===== config.mk =====
export PLATFORM = sky130hd
export DESIGN_NAME = fetch_queue
export DESIGN_NICKNAME = d
export VERILOG_FILES = /design/src/rtl/fetch_queue.sv
export SDC_FILE = /design/constraint.sdc
export NUM_CORES = 1
export LEC_CHECK = 0
export BUFFER_PORTS_ARGS = -buffer_cell sky130_fd_sc_hd__clkbuf_2
export CAP_MARGIN = 15
export CELL_PAD_IN_SITES_DETAIL_PLACEMENT = 1
export CELL_PAD_IN_SITES_GLOBAL_PLACEMENT = 1
export CORE_MARGIN = 3
export CORE_UTILIZATION = 49
export CTS_CLUSTER_DIAMETER = 30
export DETAILED_ROUTE_END_ITERATION = 8
export PLACE_DENSITY = 0.81
export SETUP_SLACK_MARGIN = 0.05
export SLEW_MARGIN = 20
export SYNTH_ARGS = -nofsm -noshare
export SYNTH_HDL_FRONTEND = slang
export SYNTH_SLANG_ARGS = --single-unit

===== constraint.sdc =====
create_clock -name clk -period 3.8 [get_ports clk]
set_clock_uncertainty 0.1 [all_clocks]
set_input_delay 0.57 -clock clk [delete_from_list [all_inputs] [get_ports clk]]
set_output_delay 0.57 -clock clk [all_outputs]
set_load 0.01 [all_outputs]

===== src/rtl/fetch_queue.sv =====
// fetch_queue: first-word-fall-through instruction buffer between fetch and decode.
// in_ready doubles as the PC write-enable; a flush from EX discards every entry.
module fetch_queue #(
  parameter int DEPTH = 4,
  parameter int PTR_W = 2
) (
  input  logic             clk,
  input  logic             rst_n,
  input  logic             in_valid,
  input  logic [31:0]      in_pc,
  input  logic [31:0]      in_instr,
  output logic             in_ready,
  input  logic             flush,
  output logic             out_valid,
  output logic [31:0]      out_pc,
  output logic [31:0]      out_pc_plus4,
  output logic [31:0]      out_instr,
  input  logic             out_ready,
  output logic [PTR_W:0]   count
);

  localparam logic [PTR_W:0] FULL_CNT = (PTR_W + 1)'(DEPTH);

  logic [31:0]      pc_mem    [DEPTH];
  logic [31:0]      instr_mem [DEPTH];
  logic [PTR_W-1:0] rd_ptr;
  logic [PTR_W-1:0] wr_ptr;
  logic [PTR_W:0]   count_q;
  logic             push;
  logic             pop;

  // in_ready deliberately ignores out_ready: no comb path between the two handshakes
  assign in_ready  = (count_q != FULL_CNT) && !flush;
  assign out_valid = (count_q != '0);
  assign push      = in_valid && in_ready;
  assign pop       = out_valid && out_ready && !flush;
  assign count     = count_q;

  // empty queue presents PC 0 / instr 0 so decode sees a NOP
  assign out_pc       = out_valid ? pc_mem[rd_ptr]    : 32'h0;
  assign out_instr    = out_valid ? instr_mem[rd_ptr] : 32'h0;
  assign out_pc_plus4 = out_pc + 32'd4;

  always_ff @(posedge clk or negedge rst_n) begin
    if (!rst_n) begin
      rd_ptr  <= '0;
      wr_ptr  <= '0;
      count_q <= '0;
    end else if (flush) begin
      rd_ptr  <= '0;
      wr_ptr  <= '0;
      count_q <= '0;
    end else begin
      if (push) wr_ptr <= wr_ptr + PTR_W'(1);
      if (pop)  rd_ptr <= rd_ptr + PTR_W'(1);
      case ({push, pop})
        2'b10:   count_q <= count_q + (PTR_W + 1)'(1);
        2'b01:   count_q <= count_q - (PTR_W + 1)'(1);
        default: count_q <= count_q;
      endcase
    end
  end

  // storage carries no reset; out_valid gates its contents
  always_ff @(posedge clk) begin
    if (push) begin
      pc_mem[wr_ptr]    <= in_pc;
      instr_mem[wr_ptr] <= in_instr;
    end
  end

endmodule


# Word level (Yosys, flattened, before mapping)
# Memories as Yosys holds them, arrays and structs flattened.
# Index checks and enable logic that the tools add are counted.
classes:
  n_reduce_logical: 9
  n_addsub: 5
  muxes: 10
  n_eq_ne: 3
ops:
  columns: ["cell", "n"]
  rows:
  - ["$mux 32", 2]
  - ["$add 32x3->32 const B", 1]
  - ["$mux 2", 4]
  - ["$pmux 3 s2", 1]
  - ["$reduce_bool 3->1", 2]
  - ["$add 2x1->2 const B", 2]
  - ["$logic_and 1x1->1", 4]
  - ["$reduce_bool 2->1", 2]
  - ["$add 3x1->3 const B", 1]
  - ["$mux 3", 1]
  - ["$ne 3x3->1 const B", 1]
  - ["$sub 3x1->3 const B", 1]
  - ["$eq 2x1->1 const B", 1]
  - ["$eq 2x2->1 const B", 1]
  - ["$mux 1", 2]
  - ["$logic_not 1->1", 1]
totals:
  register_bits: 7
  mem_bits_rw: 256
  mem_count: 2
memory_table:
  columns: ["memory", "depth", "width", "rd", "rd_clocked_by_memory_dff", "write_ports", "line_no", "source"]
  rows:
  - ["instr_mem", 4, 32, 1, 0, 1, "25", "logic [31:0] instr_mem [DEPTH];"]
  - ["pc_mem", 4, 32, 1, 0, 1, "24", "logic [31:0] pc_mem [DEPTH];"]

# Logic depth before layout (Yosys ltp)
logic_depth:
  word_depth: 6
  mapped_depth: 10
  ltp_nobuf: 9

# Worst setup path before layout
# OpenSTA, ideal clock, no wires.
synth_path:
  kind: "input -> register"
  startpoint: "input port flush"
  endpoint: "memory instr_mem[0][0] (enable)"
  path_stages: 4
  setup_slack_ns: 0.375
  arrival_time_ns: 2.896
  setup_ns: 0.429
  path_buffers: 2
  cell_sequence: "clkbuf_1 a211oi_1 clkbuf_1 and2_1"
synth_via:
  elab_chain_cells: 5
synth_rtl:
  columns: ["element", "line_no", "source"]
  rows:
  - ["start: declaration", "13", "input logic flush,"]
  - ["$logic_not 1->1", "33", "assign in_ready = (count_q != FULL_CNT) && !flush;"]
  - ["$logic_and 1x1->1", "33", null]
  - ["$logic_and 1x1->1", "35", "assign push = in_valid && in_ready;"]
  - ["$mux 1", "66", "if (push) begin"]
  - ["$mux 1 (not written as such)", "68", "instr_mem[wr_ptr] <= in_instr;"]
  - ["end: declaration", "25", null]
# No other way between the ends.

# Worst setup path in the final report
layout_path:
  startpoint: "register rd_ptr[0]"
  endpoint: "output port out_pc_plus4[29]"
layout_via:
  elab_chain_cells: 3
layout_rtl:
  columns: ["element", "line_no", "source"]
  rows:
  - ["start: declaration", "26", "logic [PTR_W-1:0] rd_ptr;"]
  - ["start signal: assignment", "55", "if (pop) rd_ptr <= rd_ptr + PTR_W'(1);"]
  - ["$mem_v2 4x32", null, null]
  - ["$mux 32", "40", "assign out_pc = out_valid ? pc_mem[rd_ptr] : 32'h0;"]
  - ["$add 32x3->32", "42", "assign out_pc_plus4 = out_pc + 32'd4;"]
  - ["end: declaration", "16", "output logic [31:0] out_pc_plus4,"]
# No other way between the ends.

==> flow_summary.toml <==
[floorplan]
initial_utilization = 0.502
die-area_um2 = 24300
core_area_um2 = 22000
rows = 54
die_w_um = 156
io_pins = 170
die_h_um = 156

[placed_design]
preCtsSetupSlack_ns = 0.144
dp_hpwl_um = 16100
portBuffers = 169
gp_congestion = 0.813

[drt]
drc = 0
via_per_inst = 5.59
drtIter0Drc = 315
drt-wirelength-per-cell_um = 25.2
drt-total-wl_um = 28200
drtAntennaViolNets = 0
via_count = 6259
drt-pass1-iter-count = 4

[synth]
synth-main-ff-cell = "edfxtp_1"
yosys.area.top_type = "edfxtp_1"
async_reset_ff_frac = 0.0266
synth_mux_area_frac = 0.145
synth_top_cell_area_share = 0.698
synth_compound_area_frac = 0.00227
ys.warnings.count = 0
synth_xor_area_frac = 0.0247
synth_top_family_by_area = "multiplexers"
synth_area_per_cell_um2 = 19.6
yosys-top-cells-count = "edfxtp_1, and2_1, mux4_2, mux4_1, nand2_1"
synthCells = 561
synth_simple_gate_area_frac = 0.0848
syn_nets = 636
ys_ff_latch = 263
netlist_area_um2 = 11000
synth_fa_ha_area_frac = 0.00750
synthDistinctLibCells = 42
synth_edf_count = 256
ys_seq_area_frac = 0.714
synth_top_cells_by_area = "edfxtp_1, mux4_2, mux4_1"
synth_most_common_cell = "edfxtp_1"

[sta]
setup_viol = 0
holdWs_ns = 0.165
period_share = 0.986
hold_viol = 0
worst_slew_pin_slew_ns = 1.05
slew_headroom = 0.299
max_freq_ghz = 0.267
period_minus_slack_ns = 3.75
rsz0062_at_grt = "true"
final_max_slew_viol_count = 0
fin_ws_ns = 0.0520

[setup_path]
critPathKind = "reg -> out"
r2r_slack_ns = 1.06
critical_path.slowest_cell = "or4_4"
startpoint_type = "flip-flop"
cp.required_ns = 3.13
startpoint = "rd_ptr[0]"
max_stage_delay_ns = 0.59
cp-endpoint = "out_pc_plus4[29]"
critPathArrivalTime_ns = 3.08
cp_top_family = "simple AND/OR/NAND/NOR gates"
cp.depth = 8
worstPathCellList = "buf_6 > mux4_2 > nand2_2 > or4_4 > buf_12 > nor4_2 > xor2_1 > clkbuf_2"
timing.rr.end = "count[2]"
r2r_start = "count[1]"
cp_num_buf_inv = 3
rr_worst_depth = 9
crit_fanout = 7
endpoint_kind = "output port"

[power_and_ir_drop]
comb_power_share = 0.314
finalPower_mw = 11.0
swShare = 0.309
power_density_nw_per_um2 = 776
power_switching_mw = 3.40
vdd_ir_drop_max_v = 0.000519
p_int_mw = 7.58
pwr-share-seq = 0.319
p_leak_nw = 5.29
power_frac_clock = 0.368

[clock_network]
clock_latency_ns = 0.52
cts.htree.levels = 2
cts_made_buffers = 49
root_buffer = "clkbuf_16"
clk_path_buf_depth = 3
clock-sinks = 263
cts_tree = "yes"
clk_pin_slew_worst_paths_ns = 0.05

[layout]
nNetsFinal = 877
drive_above_1_share = 0.446
syn_to_final_growth_pct = 28.5

[worst_hold_path]
hold_class = "in -> reg"

[run_status]
status = "completed"

[global_route]
antenna_found_initial = 3
grt_pass1_vias = 6803
gr-total-overflow = 0
grt_pass1_wl_um = 42300
grt_max_degree = 65
track_usage = 0.230

[run]
cap_violations = 0
==> sequential cells by signal, summed over array words and instances, names as in the netlist <==
signal,cells
wr_ptr,2
rd_ptr,2
instr_mem,128
count,3
pc_mem,128
==> power groups by stage <==
stage	logic (mW)	clock network [mW]	registers (mW)
2_1_floorplan	1.93	0	3.50
3_3_place_gp	2.88	0	3.56
3_5_place_dp	2.96	0	3.58
4_1_cts	3.26	4.08	3.50
5_1_grt	3.70	4.26	3.51
6_report	3.44	4.04	3.50
==> area by class of cell <==
type | count | area, um^2
Clock buffer | 54 | 1240
Multi-Input combinational cell | 258 | 2990
Fill cell | 1898 | 7810
Inverter | 11 | 41.3
Timing Repair Buffer | 219 | 1350
Tap cell | 280 | 350
Antenna cell | 2 | 5.00
Sequential cell | 263 | 7870
Clock inverter | 32 | 299
==> how the worst min path moves through the flow <==
stage                 start               end  cells past startpoint
2_1_floorplan         rst_n          count[0]                      0
3_3_place_gp          rst_n          count[1]                      1
3_5_place_dp          rst_n          count[0]                      1
4_1_cts        in_instr[17]  instr_mem[0][17]                      1
5_1_grt        in_instr[19]  instr_mem[2][19]                      1
6_report       in_instr[17]  instr_mem[0][17]                      1
==> placed cells by master, fill, tap and decap left out, drive strengths merged, types with 4 or more instances in the layout <==
| master | instances |
|---|---|
| bufinv | 4 |
| and2 | 61 |
| clkbuf | 219 |
| nand4 | 9 |
| buf | 52 |
| mux4 | 66 |
| nor3 | 10 |
| inv | 17 |
| xor2 | 16 |
| and3 | 4 |
| clkinv | 18 |
| nor4 | 5 |
| dfrtp | 7 |
| clkinvlp | 4 |
| ha | 5 |
| nor2 | 14 |
| xnor2 | 15 |
| nand3 | 11 |
| nand2 | 21 |
| edfxtp | 256 |
==> through the flow <==
step | cells | utilization | cell area, um^2 | TNS [ns]
3_5_place_dp | 988 | 0.551 | 12100 | 0
5_1_grt | 1119 | 0.644 | 14200 | -0.241
6_report | 1119 | 0.644 | 14200 | 0
4_1_cts | 1101 | 0.634 | 13900 | 0
3_3_place_gp | 988 | 0.551 | 12100 | 0
2_1_floorplan | 561 | - | 11000 | 0
==> repair_timing <==
| item | CTS | global route |
|---|---|---|
| setup endpoints to repair | 20 | 19 |
| buffers inserted | 25 | 15 |
| pin swaps | 7 | 9 |
| hold endpoints to repair | 7 | 0 |
| resized for setup | 11 | 23 |
| cloned | 1 | 1 |
| hold buffers | 1 | 0 |
==> metal layers <==
layer / vias to the layer above / part of all wire / wire length (um) / GRT usage
met3: 46 / 0.066 / 1860 / 0.0627
met2: 233 / 0.53 / 14800 / 0.405
met1: 3247 / 0.39 / 11000 / 0.286
li1: 2731 / - / - / -
met5: - / 0.00043 / 12 / 0
met4: 2 / 0.020 / 561 / 0.0526
==> cell families (layout without fill, tap and decap cells) <==
| logic type | Yosys count | in the layout |
|---|---|---|
| other | 0 | 2 |
| buffers and inverters | 40 | 316 |
| adder cells (fa/ha/maj) | 6 | 6 |
| multiplexers | 69 | 69 |
| flip-flops | 263 | 263 |
| AO/OA/AOI/OAI | 4 | 4 |
| XOR/XNOR | 31 | 31 |
| AND/OR/NAND/NOR | 148 | 148 |
(Power assumes the default switching activity.)
